===== src/rtl/dbus_serializer.sv =====
// Serializes a dual-issue memory-stage request pair onto a single data-cache port.
// Slot 1 (older) is always served before slot 0, and only one request is outstanding at a time.

package dbus_pkg;
  localparam int unsigned ADDR_W = 32;
  localparam int unsigned DATA_W = 32;
  localparam int unsigned STRB_W = 4;
  localparam int unsigned SIZE_W = 3;

  typedef struct packed {
    logic              valid;
    logic [ADDR_W-1:0] addr;
    logic [SIZE_W-1:0] size;
    logic [STRB_W-1:0] strobe;
    logic [DATA_W-1:0] data;
  } dbus_req_t;

  typedef struct packed {
    logic              addr_ok;
    logic              data_ok;
    logic [DATA_W-1:0] data;
  } dbus_resp_t;
endpackage

module dbus_serializer
  import dbus_pkg::*;
(
  input  logic                   clk,
  input  logic                   resetn,
  input  dbus_req_t [1:0]        dreq_in,
  input  logic                   kill0,
  input  logic                   flush,
  output dbus_req_t              dreq,
  input  dbus_resp_t             dresp,
  output logic [1:0][DATA_W-1:0] rdata,
  output logic                   stall,
  output logic                   done
);

  typedef enum logic [1:0] {IDLE, ISSUE, WAIT, DONE} state_t;

  state_t          state, state_n;
  logic            cur, cur_n;
  logic [1:0]      pend, pend_n;
  logic            flushed, flushed_n;
  logic            latch_en, cap_en;
  logic [1:0]      pend_in;
  logic [1:0]      pend_rem;
  logic            flush_seen;
  dbus_req_t [1:0] lat;
  dbus_req_t       req_sel;

  assign pend_in    = {dreq_in[1].valid, dreq_in[0].valid & ~kill0};
  assign pend_rem   = pend & ~(2'b01 << cur);
  assign flush_seen = flushed | flush;

  // Next-state, handshake and status decode
  always_comb begin
    state_n       = state;
    cur_n         = cur;
    pend_n        = pend;
    flushed_n     = flushed;
    latch_en      = 1'b0;
    cap_en        = 1'b0;
    stall         = 1'b0;
    done          = 1'b0;
    dreq          = '0;
    req_sel       = lat[cur];
    req_sel.valid = 1'b1;

    case (state)
      IDLE: begin
        if ((|pend_in) && !flush) begin
          stall     = resetn;
          latch_en  = 1'b1;
          pend_n    = pend_in;
          cur_n     = pend_in[1];
          flushed_n = 1'b0;
          state_n   = ISSUE;
        end
      end
      ISSUE: begin
        stall = 1'b1;
        dreq  = req_sel;
        if (dresp.addr_ok) begin
          if (dresp.data_ok) begin
            cap_en = 1'b1;
            pend_n = pend_rem;
            if ((|pend_rem) && !flush_seen) begin
              cur_n   = 1'b0;
              state_n = ISSUE;
            end else begin
              state_n = DONE;
            end
          end else begin
            flushed_n = flush;
            state_n   = WAIT;
          end
        end else if (flush) begin
          // Not yet accepted by the cache, so the request can simply be dropped
          pend_n  = '0;
          state_n = DONE;
        end
      end
      WAIT: begin
        stall     = 1'b1;
        flushed_n = flush_seen;
        if (dresp.data_ok) begin
          cap_en = 1'b1;
          pend_n = pend_rem;
          if ((|pend_rem) && !flush_seen) begin
            cur_n   = 1'b0;
            state_n = ISSUE;
          end else begin
            state_n = DONE;
          end
        end
      end
      DONE: begin
        done      = 1'b1;
        pend_n    = '0;
        flushed_n = 1'b0;
        state_n   = IDLE;
      end
      default: state_n = IDLE;
    endcase
  end

  // Control state
  always_ff @(posedge clk or negedge resetn) begin
    if (!resetn) begin
      state   <= IDLE;
      cur     <= 1'b0;
      pend    <= '0;
      flushed <= 1'b0;
    end else begin
      state   <= state_n;
      cur     <= cur_n;
      pend    <= pend_n;
      flushed <= flushed_n;
    end
  end

  // Request snapshot and per-slot load data
  always_ff @(posedge clk or negedge resetn) begin
    if (!resetn) begin
      lat   <= '0;
      rdata <= '0;
    end else begin
      if (latch_en) lat <= dreq_in;
      if (cap_en) rdata[cur] <= dresp.data;
    end
  end

endmodule

===== config.mk =====
export PLATFORM = sky130hd
export DESIGN_NAME = dbus_serializer
export DESIGN_NICKNAME = d
export VERILOG_FILES = /design/src/rtl/dbus_serializer.sv
export SDC_FILE = /design/constraint.sdc
export NUM_CORES = 1
export LEC_CHECK = 0
export CAP_MARGIN = 20
export CELL_PAD_IN_SITES_DETAIL_PLACEMENT = 1
export CELL_PAD_IN_SITES_GLOBAL_PLACEMENT = 1
export CORE_MARGIN = 5
export CORE_UTILIZATION = 40
export DETAILED_ROUTE_END_ITERATION = 16
export HOLD_SLACK_MARGIN = 0.05
export PLACE_DENSITY = 0.87
export SETUP_SLACK_MARGIN = 0.2
export SLEW_MARGIN = 10
export SYNTH_ARGS = -nofsm -noshare
export SYNTH_HDL_FRONTEND = slang
export SYNTH_SLANG_ARGS = --single-unit

===== constraint.sdc =====
create_clock -name clk -period 3.38 [get_ports clk]
set_input_delay 0.676 -clock clk [delete_from_list [all_inputs] [get_ports clk]]
set_output_delay 0.676 -clock clk [all_outputs]
set_load 0.005 [all_outputs]

==> results of run 1 <==
-- worst register-to-register path: stages, from the launching register on --
cell      delay (ps)
dfrtp_1          440
inv_1            130
ha_2             200
clkbuf_8         310
a21oi_1          230
nor3b_4          240
buf_4            420
mux2_2           410
-- worst paths after layout --
kind / startpoint / to / slack [ps] / cells after the start
max: state[1] / dreq[40] / 300 / 5
min: resetn / lat[10] / 70 / 1
max reg2reg: state[1] / rdata[32] / 890 / 7
min reg2reg: lat[123] / lat[123] / 500 / 1
max in group asynchronous: resetn / cur / 1920 / 2
min in group clk: lat[123] / lat[123] / 500 / 1
-- Yosys cell counts (3+ instances only) --
cell type	count	area, sq um
nand2_1	3	11.3
buf_2	14	70.1
nor2_1	3	11.3
mux2_1	10	113
dfrtp_1	212	5310
mux2_2	125	1410
a21oi_1	3	15.0
nor2b_1	74	463
mux2i_1	71	711
buf_4	3	22.5
buf_6	12	135
mux2_4	72	1080
inv_1	5	18.8
ha_1	6	75.1
clkbuf_1	9	33.8
o21ai_0	7	35.0
-- sequential cells by signal, summed over array words and instances (netlist names) --
signal,cells
flushed,1
state,2
rdata,64
cur,1
lat,142
pend,2
-- through the flow --
stage	setup WS, ps	power (mW)	cell area [sq um]	hold slack (ps)
floorplan	1290	7.63	9730	380
global placement	478	10.4	13300	466
detailed placement	466	10.7	13300	484
CTS	247	13.6	14100	62.0
global route	168	14.2	14100	74.3
finish	304	13.4	14100	72.5
-- report_power, final --
group,switching [mW],internal [mW],total (mW)
sequential,0.817,3.83,4.64
clock,1.05,1.65,2.70
combinational,2.20,3.84,6.03
total,4.07,9.31,13.4
-- kinds of logic after synthesis --
family                     count (synthesis)  synth area share, %
adders and majority gates                  6                0.772
DFF                                      212                 54.5
buffers and inverters                     44                 2.92
AOI/OAI and AO/OA                         26                 1.94
and+or+nand+nor                           89                 5.76
muxes                                    278                 34.1
-- final cells by class --
class,instances,share of cell area [%]
clock buffers,37,5.45
diodes,1,0.0177
flip-flops and latches,212,37.5
inverters,6,0.159
repair buffers,336,24.0
multi-input cells,399,29.4
clock inverters,7,0.478
well taps,324,2.87
-- layer usage --
layer | routed length (um) | GRT usage [%] | vias up
met5 | 0 | 0 | -
met1 | 11300 | 24.1 | 3333
met4 | 512 | 4.09 | 0
met2 | 14500 | 36.1 | 250
li1 | - | - | 2954
met3 | 2480 | 7.28 | 35
-- repair_timing --
action | 4_1_cts | 5_1_grt
pin swaps | 0 | 0
setup endpoints to repair | 2 | 11
cloned | 0 | 0
buffers inserted | 1 | 0
endpoints found under the hold margin | 0 | 0
resized for setup | 1 | 1
==> results.toml, run 1 <==
[global_route]
antenna_found_initial = 1
grt_pass1_wl_um = 45500
grt_pass1_vias = 7727
gr-usage-all-layers_pct = 20.4
grt_max_degree = 106
grt.overflow.total = 0

[clocking]
cts_buffers = 25
cts.sinks = 212
worstSkewPairLatency_ps = 510
cts_hold_buf = 0
h-tree-depth = 1
clockBufferDepth = 3
clkTransAtPathRegs_ps = 60
clockRootBuffer = "clkbuf_16"
cts_tree = "done"

[power_and_ir_drop]
powerDensity_mw_per_mm2 = 946
ir_drop_uv = 539
power.leakage_nw = 6.20

[synth]
synthFlopType = "dfrtp_1"
avgSynthCellArea_sq_um = 14.8
ys_types = 38
synth-edff-count = 0
synth_sequential_area_ratio_pct = 54.5
ys_ff_latch = 212
synth_area_sq_mm = 0.00973
synthesis.nets = 843
syn_inst = 655
yosysWarningCount = 0
synthArstFlopShare_pct = 100

[routing]
num_vias = 6572
drt_first_iter_violations = 200
wl_per_cell_um = 21.8
wirelength_um = 28800
dr.pass1.iters = 4
viasPerCell = 4.97
drcViolationCount = 0
antenna_left = 0

[floorplan]
die_y_um = 166
core_region_area_sq_mm = 0.0241
fp.dieW_um = 166
dieArea_sq_mm = 0.0275
ios = 320
start_util_pct = 40.3
rows = 57

[sta]
min_period_ps = 3080
setup_viol = 0
max_freq_mhz = 325
hold_violations = 0
setup_tns_ps = 0
maxSlewHeadroom_pct = 35.3
slew_violations = 0
skew_ps = 19.8
post-route-period-util_pct = 91.0
tightest_slew_ps = 970
rsz0062_at_grt = "true"

[setup_path]
cp_slowest_stage_delay_ps = 560
critPathRequiredTime_ps = 2700
path_max_fanout = 30
cp-start-kind = "flip-flop"
end_kind = "primary output"
cp_num_buf_inv = 3
path_class = "reg2out"
worstPathCellList = "inv_1, ha_2, buf_4, nor2b_1, clkdlybuf4s50_1"
path_delay_family = "buffers and inverters"
critPathSlowestCell = "clkdlybuf4s50_1"
cp_data_arrival_time_ps = 2400

[placed_design]
placed_cells = 1276
gp_congestion = 0.806
place_hpwl_um = 20400
port_buffers = 319

[final_layout]
nets = 1168
layout_common_cells = "clkdlybuf4s50_1, dfrtp_1, mux2_2"
mostFrequentLayoutCell = "clkdlybuf4s50_1"
syn_to_final_growth_pct = 45.4
fillers = 2369
layout.cells.non_filler = 1322
final-seq-area_sq_mm = 0.00531
utilization_pct = 58.7
drive_above_1_share_pct = 26.8
multi_input_area_sq_mm = 0.00417

[run]
cap_violations = 0

[outcome]
status = "finished, final reports clean"

[worst_hold_path]
worstHoldPathType = "in2async"
Note: power is estimated with default switching activity, not from simulation.
==> inputs of run 2 (changes only) <==
Settings changed: SLEW_MARGIN 10 to default.
==> results of run 2 <==
Same layout as run 1: the final DEF is identical, and so are final timing and power.
